==> src/rtl/mau_pkg.sv <==
// Shared encodings and helpers for the memory-stage load/store unit.
package mau_pkg;

  localparam logic [1:0] SZ_BYTE = 2'b00;
  localparam logic [1:0] SZ_HALF = 2'b01;
  localparam logic [1:0] SZ_WORD = 2'b10;

  typedef enum logic [1:0] {
    ST_IDLE = 2'b00,
    ST_REQ  = 2'b01,
    ST_DONE = 2'b10
  } state_e;

  function automatic logic [3:0] be_for(input logic [1:0] size, input logic [1:0] a);
    logic [3:0] be;
    be = 4'b0000;
    case (size)
      SZ_BYTE: be = 4'b0001 << a;
      SZ_HALF: be = a[1] ? 4'b1100 : 4'b0011;
      SZ_WORD: be = 4'b1111;
      default: be = 4'b0000;
    endcase
    return be;
  endfunction

  // Reserved size code is folded into the misaligned abort path.
  function automatic logic is_misaligned(input logic [1:0] size, input logic [1:0] a);
    logic m;
    m = 1'b0;
    case (size)
      SZ_BYTE: m = 1'b0;
      SZ_HALF: m = a[0];
      SZ_WORD: m = (a != 2'b00);
      default: m = 1'b1;
    endcase
    return m;
  endfunction

endpackage

==> src/rtl/mem_access_unit_load_align.sv <==
// Load lane select plus sign/zero extension of the returned memory word.
module mem_access_unit_load_align
  import mau_pkg::*;
(
  input  logic [31:0] rdata_i,
  input  logic [1:0]  a_i,
  input  logic [1:0]  size_i,
  input  logic        uns_i,
  output logic [31:0] data_o
);

  logic [31:0] shifted;
  logic [7:0]  b;
  logic [15:0] h;

  always_comb begin
    shifted = rdata_i >> {a_i, 3'b000};
    b       = shifted[7:0];
    h       = a_i[1] ? rdata_i[31:16] : rdata_i[15:0];
    case (size_i)
      SZ_BYTE: data_o = uns_i ? {24'h0, b} : {{24{b[7]}}, b};
      SZ_HALF: data_o = uns_i ? {16'h0, h} : {{16{h[15]}}, h};
      default: data_o = rdata_i;
    endcase
  end

endmodule

==> src/rtl/mem_access_unit.sv <==
// Memory-stage load/store engine: alignment check, lane steering, req/ack to data memory.
// Optional ack timeout with bus error is enabled by defining MAU_TIMEOUT_EN.
module mem_access_unit
  import mau_pkg::*;
#(
  parameter int DATA_W         = 32,
  parameter int TIMEOUT_CYCLES = 16
) (
  input  logic              i_clk,
  input  logic              i_rst,
  input  logic              i_valid,
  output logic              o_ready,
  input  logic              i_we,
  input  logic [1:0]        i_size,
  input  logic              i_unsigned,
  input  logic [DATA_W-1:0] i_eff_addr,
  input  logic [DATA_W-1:0] i_wdata,
  output logic              o_mem_req,
  output logic              o_mem_we,
  output logic [DATA_W-1:0] o_mem_addr,
  output logic [3:0]        o_mem_be,
  output logic [DATA_W-1:0] o_mem_wdata,
  input  logic              i_mem_ack,
  input  logic [DATA_W-1:0] i_mem_rdata,
  output logic              o_done,
  output logic [DATA_W-1:0] o_rdata,
  output logic              o_misaligned,
  output logic              o_bus_err
);

  state_e      state_q;
  logic        we_q, uns_q, mis_q, berr_q;
  logic [1:0]  size_q, off_q;
  logic [31:0] addr_q, wdata_q, rdata_q;
  logic [3:0]  be_q;
  logic [31:0] steer_d, ld_data;
  logic        acc_mis_d;
`ifdef MAU_TIMEOUT_EN
  logic [4:0]  cnt_q;
`endif

  always_comb begin
    acc_mis_d = is_misaligned(i_size, i_eff_addr[1:0]);
    case (i_size)
      SZ_BYTE: steer_d = {4{i_wdata[7:0]}};
      SZ_HALF: steer_d = {2{i_wdata[15:0]}};
      default: steer_d = i_wdata;
    endcase
  end

  mem_access_unit_load_align u_align (
    .rdata_i (i_mem_rdata),
    .a_i     (off_q),
    .size_i  (size_q),
    .uns_i   (uns_q),
    .data_o  (ld_data)
  );

  always_ff @(posedge i_clk) begin
    if (i_rst) begin
      state_q <= ST_IDLE;
      we_q    <= 1'b0;
      uns_q   <= 1'b0;
      mis_q   <= 1'b0;
      berr_q  <= 1'b0;
      size_q  <= 2'b00;
      off_q   <= 2'b00;
      addr_q  <= '0;
      wdata_q <= '0;
      rdata_q <= '0;
      be_q    <= 4'b0000;
`ifdef MAU_TIMEOUT_EN
      cnt_q   <= 5'd0;
`endif
    end else begin
      case (state_q)
        ST_IDLE: if (i_valid) begin
          we_q    <= i_we;
          uns_q   <= i_unsigned;
          size_q  <= i_size;
          off_q   <= i_eff_addr[1:0];
          addr_q  <= {i_eff_addr[31:2], 2'b00};
          be_q    <= acc_mis_d ? 4'b0000 : be_for(i_size, i_eff_addr[1:0]);
          wdata_q <= i_we ? steer_d : '0;
          mis_q   <= acc_mis_d;
          berr_q  <= 1'b0;
          state_q <= acc_mis_d ? ST_DONE : ST_REQ;
`ifdef MAU_TIMEOUT_EN
          cnt_q   <= 5'd0;
`endif
        end
        ST_REQ: begin
          if (i_mem_ack) begin
            if (!we_q) rdata_q <= ld_data;
            state_q <= ST_DONE;
          end
`ifdef MAU_TIMEOUT_EN
          else if (cnt_q == 5'(TIMEOUT_CYCLES - 1)) begin
            berr_q  <= 1'b1;
            state_q <= ST_DONE;
          end else begin
            cnt_q <= cnt_q + 5'd1;
          end
`endif
        end
        ST_DONE: begin
          mis_q   <= 1'b0;
          berr_q  <= 1'b0;
          state_q <= ST_IDLE;
        end
        default: state_q <= ST_IDLE;
      endcase
    end
  end

  assign o_ready      = (state_q == ST_IDLE);
  assign o_mem_req    = (state_q == ST_REQ);
  assign o_done       = (state_q == ST_DONE);
  assign o_mem_we     = we_q;
  assign o_mem_addr   = addr_q;
  assign o_mem_be     = be_q;
  assign o_mem_wdata  = wdata_q;
  assign o_rdata      = rdata_q;
  assign o_misaligned = mis_q;
  assign o_bus_err    = berr_q;

endmodule

==> config.mk <==
export PLATFORM = sky130hd
export DESIGN_NAME = mem_access_unit
export DESIGN_NICKNAME = d
export VERILOG_FILES = /design/src/rtl/mau_pkg.sv /design/src/rtl/mem_access_unit_load_align.sv /design/src/rtl/mem_access_unit.sv
export SDC_FILE = /design/constraint.sdc
export NUM_CORES = 1
export LEC_CHECK = 0
export CAP_MARGIN = 20
export CORE_ASPECT_RATIO = 0.6
export CORE_MARGIN = 10
export CORE_UTILIZATION = 46
export DETAILED_ROUTE_END_ITERATION = 6
export PLACE_DENSITY = 0.87
export SYNTH_ARGS = -nofsm -noshare
export SYNTH_HDL_FRONTEND = slang
export SYNTH_SLANG_ARGS = --single-unit
==> constraint.sdc <==
create_clock -name i_clk -period 3.6 [get_ports i_clk]
set_input_delay 0.72 -clock i_clk [delete_from_list [all_inputs] [get_ports i_clk]]
set_output_delay 0.72 -clock i_clk [all_outputs]
set_load 0.005 [all_outputs]
==> metrics <==
worst setup path class=in -> reg; Max Buffers Root-to-Sink=2; full die area=0.0150 mm^2; setup TNS=0 ps; Pins Over Slew Limit=0; Avg Cell Area, Syn=8.25 um^2; Clk Latency, worst-skew pair=350 ps; status=finished clean; dpl hpwl=13200 um; CTS clk-pin slew, worst paths=70 ps; CP Data Arrival Time=2630 ps; Root Driver=clkbuf_16; All-Layer GR Usage=0.221; Post-Syn Area=0.00477 mm^2; Async SR Flop Fraction=0; CTS hold repair buffers=0; Worst EP required=3840 ps; number of I/O pins=210; f_max=0.419 GHz; largest net degree at the start of global routing=97; final hold slack=449 ps; relative slew slack=0.274; main combinational cell family by area after synthesis=simple AND/OR/NAND/NOR gates; Final Cell Area=0.00709 mm^2; Yosys reg bits=107; maxcap violations=0; Initial Utilization=0.478; htree depth=3; clock skew=9.91 ps; first-pass GRT wire length=26500 um; Pwr Total=2.76 mW; xor and xnor area share after synthesis=0.00184; Synth Area in Compound Gates=0.207; Worst VDD drop=277 uV; Adder-Cell Fraction of Synth Area=0; Port Buf Inserts=206; Leak=2.48 nW; crit-path max FO=12; setup slack after layout=1210 ps; PwrDens=390 mW/mm^2; Worst setup EP type=flop; post-synthesis mux area share=0.0758; Rows=28; DRC viols=0; Syn Inst Count=578; placed cell area=0.00682 mm^2; Avg WL per Cell=19.4 um; Final ANT Viol Nets=0; ANT cells=0; type of origin of the critical path=primary input; post-cts resize count=0; share of post-route cells with drive strength above 1=0.0792; GRT Residual Overflow=0; core outline area=0.00998 mm^2; CTS buffer count=9; First-pass DRT Iterations=5; library cells used by synthesis=52; Warnings, synthesis=0; CTS sink cnt=107; vias in the first global route=4933; filler-free cell count of the finished design=893; commonest non-fill, non-tap cell in the layout=clkdlybuf4s50_1; Simple-Gate Fraction of Synth Area=0.208; Final Cycle Share=0.663; final hold vios=0; final setup fails=0; Post-CTS Setup Inserts=0; Die Y=98.9 um; Placed Cells=877; Area Overhead vs Synth=48.7%; RSZ-0062 raised after global routing=false; Starting DRT DRC Count=350; register area share after synthesis=0.449; most frequent cells in the layout=205 x clkdlybuf4s50_1, 138 x nand2_1, 107 x dfxtp_1; type of the worst min-delay path=reg -> reg; vias=4949; pre-CTS WS=911 ps; CTS tree=done; Avg Vias per Cell=5.54; initial antenna violation count=0; actual slew at the worst max-slew pin=1090 ps; final WL=17300 um; prevailing post-synth register cell=dfxtp_1; Nets=857; minimum clock period=2390 ps; Die Wd=151 um; Post-synth EDFFs=0; Final Wtd Congestion=0.925; fin util=0.710
==> worst max-delay path: stages <==
cell and delay [ps]:
clkdlybuf4s50_1 540, nand4bb_1 490, nor3_1 480, a31oi_4 190, o2111a_1 210
==> registers in the layout, indices dropped and copies added (netlist names) <==
register,cells
size_q,2
o_mem_we,1
o_mem_wdata,32
o_mem_addr,30
uns_q,1
o_mem_be,4
state_q,2
o_rdata,32
off_q,2
o_misaligned,1
==> metal layers <==
layer  vias up  wire [um]  GRT usage
li1       2342          -          -
met1      2337       6990      0.271
met2       247       7700      0.342
met3        23       2320      0.101
met4         0        312     0.0604
met5         -          0          0
==> cell type report <==
type                            count  area, um^2
Sequential cell                   107        2140
Clock inverter                      5        40.0
Clock buffer                       11         233
Inverter                            6        22.5
Tap cell                          135         169
Timing Repair Buffer              214        2120
Fill cell                         749        2890
Multi-Input combinational cell    415        2360
==> synthesized netlist by cell type, drive strengths merged, types with 2 or more instances <==
master | number | share of area
or3 | 9 | 0.013
nor3 | 3 | 0.0031
a31oi | 2 | 0.0058
a21oi | 59 | 0.063
o21ai | 18 | 0.019
dfxtp | 107 | 0.45
a211oi | 17 | 0.037
nand2b | 3 | 0.0039
inv | 6 | 0.0047
nor2b | 2 | 0.0026
nand2 | 138 | 0.11
o2111a | 7 | 0.017
o211ai | 7 | 0.011
a22oi | 16 | 0.025
and2 | 3 | 0.0039
nand3 | 18 | 0.019
o22ai | 7 | 0.0092
o2bb2ai | 2 | 0.0037
nor3b | 2 | 0.0042
mux2 | 17 | 0.040
mux2i | 17 | 0.036
buf | 26 | 0.032
clkbuf | 26 | 0.021
nor2 | 50 | 0.040
==> path summary, 6_finish.rpt <==
path                                     to  cells after the start  slack, ps        from
worst min-delay path             o_rdata[2]                      2        450  o_rdata[2]
worst max register to register  o_rdata[18]                      5       1340    off_q[1]
worst min register to register   o_rdata[2]                      2        450  o_rdata[2]
worst max-delay path            o_rdata[10]                      5       1210   i_mem_ack
==> power breakdown <==
| part | total (mW) | internal, mW | leakage, nW | switching [mW] |
|---|---|---|---|---|
| Clock | 0.909 | 0.472 | 0.122 | 0.437 |
| Combinational | 0.555 | 0.298 | 1.48 | 0.257 |
| Sequential | 1.30 | 1.25 | 0.873 | 0.0505 |
| Total | 2.76 | 2.02 | 2.48 | 0.744 |
==> logic make-up after synthesis <==
| logic type | Yosys count |
|---|---|
| compound gates | 144 |
| flops | 107 |
| xor+xnor | 1 |
| simple gates | 233 |
| mux | 34 |
| other cells | 1 |
| buf+inv | 58 |
No activity file was read; power rests on OpenSTA's default activity.
